[src/rtl/nfca_rx_window_ctrl.sv]
// NFC-A PCD receive-window sequencer: tracks TX, flushes the DSP, blanks the guard interval, and gates the ASK stream.
// Optional build macro NFCA_RX_TIMEOUT_EN enables the LISTEN no-response timeout.
//
// state  | meaning
// -------+-----------------------------------------------------------
// IDLE   | waiting for the PCD to start transmitting; ticks ignored
// TX     | PCD modulating the field
// GUARD  | frame-delay blanking, counting ticks after TX ends
// LISTEN | window open, waiting for PICC start-of-response
// RECV   | forwarding response samples, watching for carrier-idle EOF
module nfca_rx_window_ctrl #(
  parameter int GUARD_SAMPLES   = 160,
  parameter int TIMEOUT_SAMPLES = 2048,
  parameter int EOF_SAMPLES     = 48
) (
  input  logic clk,
  input  logic rstn,
  input  logic tx_busy,
  input  logic rx_ask_en,
  input  logic rx_ask,
  output logic dsp_clr,
  output logic out_ask_en,
  output logic out_ask,
  output logic rx_busy,
  output logic rx_start,
  output logic rx_end,
  output logic rx_timeout
);

  localparam logic [11:0] GUARD_CNT   = 12'(GUARD_SAMPLES);
  localparam logic [11:0] TIMEOUT_CNT = 12'(TIMEOUT_SAMPLES);
  localparam logic [11:0] EOF_CNT     = 12'(EOF_SAMPLES);

`ifdef NFCA_RX_TIMEOUT_EN
  localparam bit TIMEOUT_EN = 1'b1;
`else
  localparam bit TIMEOUT_EN = 1'b0;
`endif

  typedef enum logic [2:0] {
    S_IDLE,
    S_TX,
    S_GUARD,
    S_LISTEN,
    S_RECV
  } state_t;

  state_t      state_q, state_d;
  logic [11:0] cnt_q, cnt_d, cnt_inc;
  logic        timeout_hit;
  logic        dsp_clr_d, out_ask_en_d, out_ask_d, rx_busy_d;
  logic        rx_start_d, rx_end_d, rx_timeout_d;

  assign cnt_inc = cnt_q + 12'd1;
  // With the timeout disabled the compare is constant-false and folds away.
  assign timeout_hit = TIMEOUT_EN && (cnt_inc == TIMEOUT_CNT);

  always_comb begin
    state_d      = state_q;
    cnt_d        = cnt_q;
    dsp_clr_d    = 1'b0;
    out_ask_en_d = 1'b0;
    out_ask_d    = out_ask;
    rx_start_d   = 1'b0;
    rx_end_d     = 1'b0;
    rx_timeout_d = 1'b0;

    if (tx_busy) begin
      state_d = S_TX;
    end else begin
      case (state_q)
        S_IDLE: ;
        S_TX: begin
          state_d   = S_GUARD;
          cnt_d     = 12'd0;
          dsp_clr_d = 1'b1;
        end
        S_GUARD: begin
          if (rx_ask_en) begin
            cnt_d = cnt_inc;
            if (cnt_inc == GUARD_CNT) begin
              state_d = S_LISTEN;
              cnt_d   = 12'd0;
            end
          end
        end
        S_LISTEN: begin
          if (rx_ask_en) begin
            cnt_d = cnt_inc;
            if (rx_ask) begin
              state_d      = S_RECV;
              cnt_d        = 12'd0;
              rx_start_d   = 1'b1;
              out_ask_en_d = 1'b1;
              out_ask_d    = 1'b1;
            end else if (timeout_hit) begin
              state_d      = S_IDLE;
              rx_timeout_d = 1'b1;
            end
          end
        end
        S_RECV: begin
          if (rx_ask_en) begin
            out_ask_en_d = 1'b1;
            out_ask_d    = rx_ask;
            if (rx_ask) begin
              cnt_d = 12'd0;
            end else begin
              cnt_d = cnt_inc;
              if (cnt_inc == EOF_CNT) begin
                state_d  = S_IDLE;
                rx_end_d = 1'b1;
              end
            end
          end
        end
        default: state_d = S_IDLE;
      endcase
    end

    rx_busy_d = (state_d == S_GUARD) || (state_d == S_LISTEN) || (state_d == S_RECV);
  end

  always_ff @(posedge clk or negedge rstn) begin
    if (!rstn) begin
      state_q    <= S_IDLE;
      cnt_q      <= 12'd0;
      dsp_clr    <= 1'b0;
      out_ask_en <= 1'b0;
      out_ask    <= 1'b0;
      rx_busy    <= 1'b0;
      rx_start   <= 1'b0;
      rx_end     <= 1'b0;
      rx_timeout <= 1'b0;
    end else begin
      state_q    <= state_d;
      cnt_q      <= cnt_d;
      dsp_clr    <= dsp_clr_d;
      out_ask_en <= out_ask_en_d;
      out_ask    <= out_ask_d;
      rx_busy    <= rx_busy_d;
      rx_start   <= rx_start_d;
      rx_end     <= rx_end_d;
      rx_timeout <= rx_timeout_d;
    end
  end

endmodule
[config.mk]
export PLATFORM = sky130hd
export DESIGN_NAME = nfca_rx_window_ctrl
export DESIGN_NICKNAME = d
export VERILOG_FILES = /design/src/rtl/nfca_rx_window_ctrl.sv
export SDC_FILE = /design/constraint.sdc
export NUM_CORES = 1
export LEC_CHECK = 0
export BUFFER_PORTS_ARGS = -buffer_cell sky130_fd_sc_hd__buf_2
export CAP_MARGIN = 20
export CORE_MARGIN = 1
export CORE_UTILIZATION = 40
export CTS_BUF_LIST = sky130_fd_sc_hd__clkbuf_4 sky130_fd_sc_hd__clkbuf_8
export DETAILED_ROUTE_END_ITERATION = 10
export SLEW_MARGIN = 10
export SYNTH_ARGS = -nofsm -noshare
export SYNTH_HDL_FRONTEND = slang
export SYNTH_SLANG_ARGS = --single-unit
export TNS_END_PERCENT = 10
[constraint.sdc]
create_clock -name clk -period 5.19 [get_ports clk]
set_input_delay 1.038 -clock clk [delete_from_list [all_inputs] [get_ports clk]]
set_output_delay 1.038 -clock clk [all_outputs]
set_load 0.02 [all_outputs]
; ---- After elaboration in Yosys (flattened, before gate mapping)
; Index checks and enable logic that the tools add are counted.
; W data, S select, Z words.
[word_totals]
input_bits = 5
ram_bits = 0
ff_bits = 21
rom_bits = 0
out_inout_bits = 7
latchBits = 0
mem_count = 0
[classes]
eq_ne = 14
add_sub_neg = 1
magnitude_cmp = 0
n_shift = 0
n_mul = 0
n_div = 0
mux = 32
reduce_logical = 8
n_bitwise = 1
[op_table]
columns = cell, n
row1 = $mux W12, 4
row2 = $pmux W12 S3, 1
row3 = $mux W3, 8
row4 = $mux W1, 16
row5 = $pmux W3 S5, 1
row6 = $add A12 B1 Y12 const B, 1
row7 = $eq A12 B6 Y1 const B, 1
row8 = $eq A12 B8 Y1 const B, 1
row9 = $eq A3 B2 Y1 const B, 4
row10 = $ne A2 B2 Y1 const B, 4
row11 = $eq A3 B3 Y1 const B, 2
row12 = $reduce_and A5 Y1, 1
row13 = $pmux W1 S2, 2
row14 = $reduce_and A4 Y1, 1
row15 = $eq A3 B1 Y1 const B, 1
row16 = $logic_not A3 Y1, 1
row17 = $reduce_bool A3 Y1, 1
row18 = $logic_or A1 B1 Y1, 2
row19 = $ne A2 B1 Y1 const B, 1
row20 = $reduce_bool A2 Y1, 1
row21 = $reduce_or A2 Y1, 1
row22 = $not A1 Y1, 1

; ---- Depth between registers and ports, before layout
[logic_depth]
word_depth = 10
mapped_depth = 8

; ---- Least setup slack after synthesis
; No wires, ideal clock.
[synth_timing]
kind = input -> register
from = input port rx_ask_en
to = register cnt_q[1]
required_ns = 5.054
arrival_ns = 2.008
slack_ns = 3.046
setup_ns = 0.136
path_stages = 6
path_cell_list = nand3b_1 > a21oi_1 > o21bai_1 > clkbuf_1 > clkbuf_1 > o21ai_0
[synth_via]
elab_chain_len = 2
elab_cells_between_ends = 3
[synth_lines]
columns = item, line
row1 = from (decl), 19  ; input logic rx_ask_en,
row2 = $ne A2 B2 Y1 (no line) / $ne A2 B1 Y1 (equally long branches), --
row3 = $reduce_and A4 Y1 (no line) (*), --
row4 = to (signal assigned), 137  ; cnt_q <= cnt_d;
row5 = to (decl), 49  ; logic [11:0] cnt_q, cnt_d, cnt_inc;
; Every way passes the cells marked *; elsewhere a longest branch is shown, timed or not.
; A chain may end at the register's enable or synchronous reset.

; ---- Final worst setup path
[layout_timing]
from = register cnt_q[0]
to = register cnt_q[5]
[layout_via]
elab_chain_len = 5
elab_cells_between_ends = 7
[layout_lines]
columns = item, line
row1 = $add A12 B1 Y12 (*), 54  ; assign cnt_inc = cnt_q + 12'd1;
row2 = $eq A12 B8 Y1, 81  ; if (cnt_inc == GUARD_CNT) begin
row3 = $mux W12, 81
row4 = $mux W12, 79  ; if (rx_ask_en) begin
row5 = $pmux W12 S3 (*), 71  ; case (state_q)
; Every way passes the cells marked *; elsewhere a longest branch is shown, timed or not. The select of a mux whose other input is x is not followed.

==> flow_summary_export.csv <==
group,metric,value,unit
worst_hold_path,min_to,"out_ask",
floorplanning,coreArea,3130,um^2
timing,hold_viol,0,
worst_setup_path,crit_arrival,2650,ps
routing,wl,2.68,mm
cells_and_area,antennaDiodeCount,0,
worst_setup_path,r2r_cells,7,
global_routing,grt_max_degree,22,
routing,avgViaCountPerCell,5.67,
floorplanning,die_area,3590,um^2
clock_network,h-tree-depth,1,
clock_network,cts_tree,"done",
power,p_leak,0.598,nW
place,hpwl,1.99,mm
timing,holdWs,512,ps
timing,clock_skew,10.8,ps
yosys,synth.top_cell.area_share,39.1,%
yosys,synthTopCellsByArea,"dfrtp_1 (39%), nand3_1 (5.6%), nand2_1 (4.8%)",
place,placed_area,1380,um^2
timing,fmax,0.407,GHz
global_routing,grt_first_pass_wirelength,4.60,mm
floorplanning,fp.dieW,59.9,um
yosys,synth.avg_cell_area,8.61,um^2
cells_and_area,fin_area,1410,um^2
place,portBuffers,10,
yosys,synth_area,1340,um^2
worst_setup_path,required,5380,ps
timing,tns,0,ps
clock_network,clock_latency,300,ps
yosys,ys.flop_type,"dfrtp_1",
global_routing,overflow,0,
power,ir_drop,125,uV
timing,period_minus_slack,2460,ps
place,gp_congestion,0.842,
worst_hold_path,hold_depth,2,
clock_network,clk_path_buf_depth,2,
cells_and_area,mostFrequentLayoutCell,"dfrtp_1",
routing,wl_per_cell,13.3,um
floorplanning,std_cell_rows,20,
clock_network,cts_setup_buffers,0,
yosys,yosysUniqueCellTypes,45,
clock_network,root_buffer,"clkbuf_4",
worst_setup_path,r2r_start,"cnt_q[0]",
worst_setup_path,cp_max_fo,6,
yosys,yosysWarnings,0,
cells_and_area,nets,165,
clock_network,cts_buffers,3,
run_status,status,"complete, no violations",
yosys,yosysSeqAreaShare,39.1,%
yosys,syn_inst,156,
worst_setup_path,critPathKind,"reg -> reg",
routing,vias,1140,
routing,drtIter0Drc,49,
worst_setup_path,endpoint_kind,"flop",
worst_hold_path,min-delay-start,"out_ask",
place,dp_slack,2770,ps
worst_setup_path,worst-r2r-setup-slack,2730,ps
global_routing,grt_usage,17.1,%
yosys,synth.largest_area_cell,"dfrtp_1",
floorplanning,initial_core_util,42.9,%
power,powerDensity,287,nW/um^2
worst_setup_path,r2r_end,"cnt_q[5]",
yosys,postSynth.asyncResetShare,100,%
clock_network,clock-sinks,21,
cells_and_area,drive_above_1_share,12.1,%
run,max_cap_viol_count,0,
timing,period_share,47.4,%
routing,dr.pass1.iters,4,
global_routing,first_global_vias,973,
timing,rsz0062_at_grt,"false",
clock_network,cts-resized-gates,0,
floorplanning,io_pins,12,
yosys,synth-edff-count,0,
clock_network,ctsHoldBuffers,0,
routing,drt_drc_violations_left,0,
floorplanning,die_h,59.9,um
cells_and_area,utilization,45.0,%
clock_network,clk_pin_slew,120,ps
worst_setup_path,start_kind,"flop",
yosys,syn_nets,163,
global_routing,antenna_found_initial,0,
cells_and_area,area_growth,4.75,%
worst_hold_path,hp-class,"reg -> reg",
yosys,ys_ff_latch,21,
routing,detail-route-antenna-nets,0,
timing,fin_ws,2730,ps
timing,drv_slew,0,
cells_and_area,final_cell_mix,"dfrtp_1 (21), nand2_1 (17), nand3_1 (15)",
timing,finalSetupViolations,0,
[power breakdown]
| group | total (W) | switching, W | internal [W] |
|---|---|---|---|
| registers | 0.000224 | 0.0000380 | 0.000186 |
| clock network | 0.0000836 | 0.0000484 | 0.0000352 |
| logic | 0.0000954 | 0.0000531 | 0.0000423 |
[cells in the mapped netlist (all sizes together) (3+ instances only)]
cell and n:
dfrtp 21, nand3b 3, inv 4, nand2 17
and3 3, a21oi 7, clkbuf 5, and2 3
o22ai 4, or4 3, xnor2 3, nor2 7
buf 9, nand2b 3, nand3 15, a31oi 4
nand4 8, o21ai 6
[worst max-delay path by stage]
stage              start  slack (ps)  cells after the start  endpoint
6_report        cnt_q[0]        2730                      7  cnt_q[5]
5_1_grt         cnt_q[0]        2600                      7  cnt_q[5]
4_1_cts         cnt_q[0]        2750                      7  cnt_q[5]
3_5_place_dp    cnt_q[0]        2770                      7  cnt_q[5]
3_3_place_gp    cnt_q[0]        2810                      7  cnt_q[5]
2_1_floorplan  rx_ask_en        3050                      6  cnt_q[1]
[layout make-up]
type	instances	area (um^2)
Inverter	4	15.0
Fill cell	308	1720
Sequential cell	21	526
Multi-Input combinational cell	117	723
Clock buffer	4	30.0
Timing Repair Buffer	11	57.6
Tap cell	44	55.1
[sequential cells by signal, indices dropped and copies added, names as in the netlist]
name,flops
rx_busy,1
out_ask,1
rx_end,1
dsp_clr,1
cnt_q,12
out_ask_en,1
state_q,3
rx_start,1
[cells by family (layout without fill, tap and decap cells)]
logic type	Yosys count	count (layout)	synth area share, %
muxes	1	1	0.746
AOI/OAI and AO/OA	32	32	16.2
and+or+nand+nor	76	76	31.5
other	1	1	0.279
xor gates and xnor gates	5	5	3.26
DFF	21	21	39.1
buffers and inverters	18	19	6.99
adders and majority gates	2	2	1.86
[per-stage QoR]
stage | instances | power, W
finish | 201 | 0.000403
global route | 201 | 0.000430
CTS | 201 | 0.000406
detailed placement | 197 | 0.000322
global placement | 197 | 0.000319
floorplan | 156 | 0.000300
[critical path, cell delays in order, from the launching register on]
cell and delay [ps]:
dfrtp_1 460, ha_1 290, and3_1 200, a211o_1 290
a211oi_1 360, nand4_1 360, nand3b_1 280, o22ai_1 110
[per-layer routing]
layer  wire length (um)  track usage [%]  up-vias  part of all wire, %
met1               1370             25.3      545                   51
met2               1210             25.1       20                   45
met4                 18             5.98        0                 0.67
li1                   -                -      573                    -
met3                 86             2.60        2                  3.2
met5                  0                0        -                    0
(Power assumes the default switching activity.)
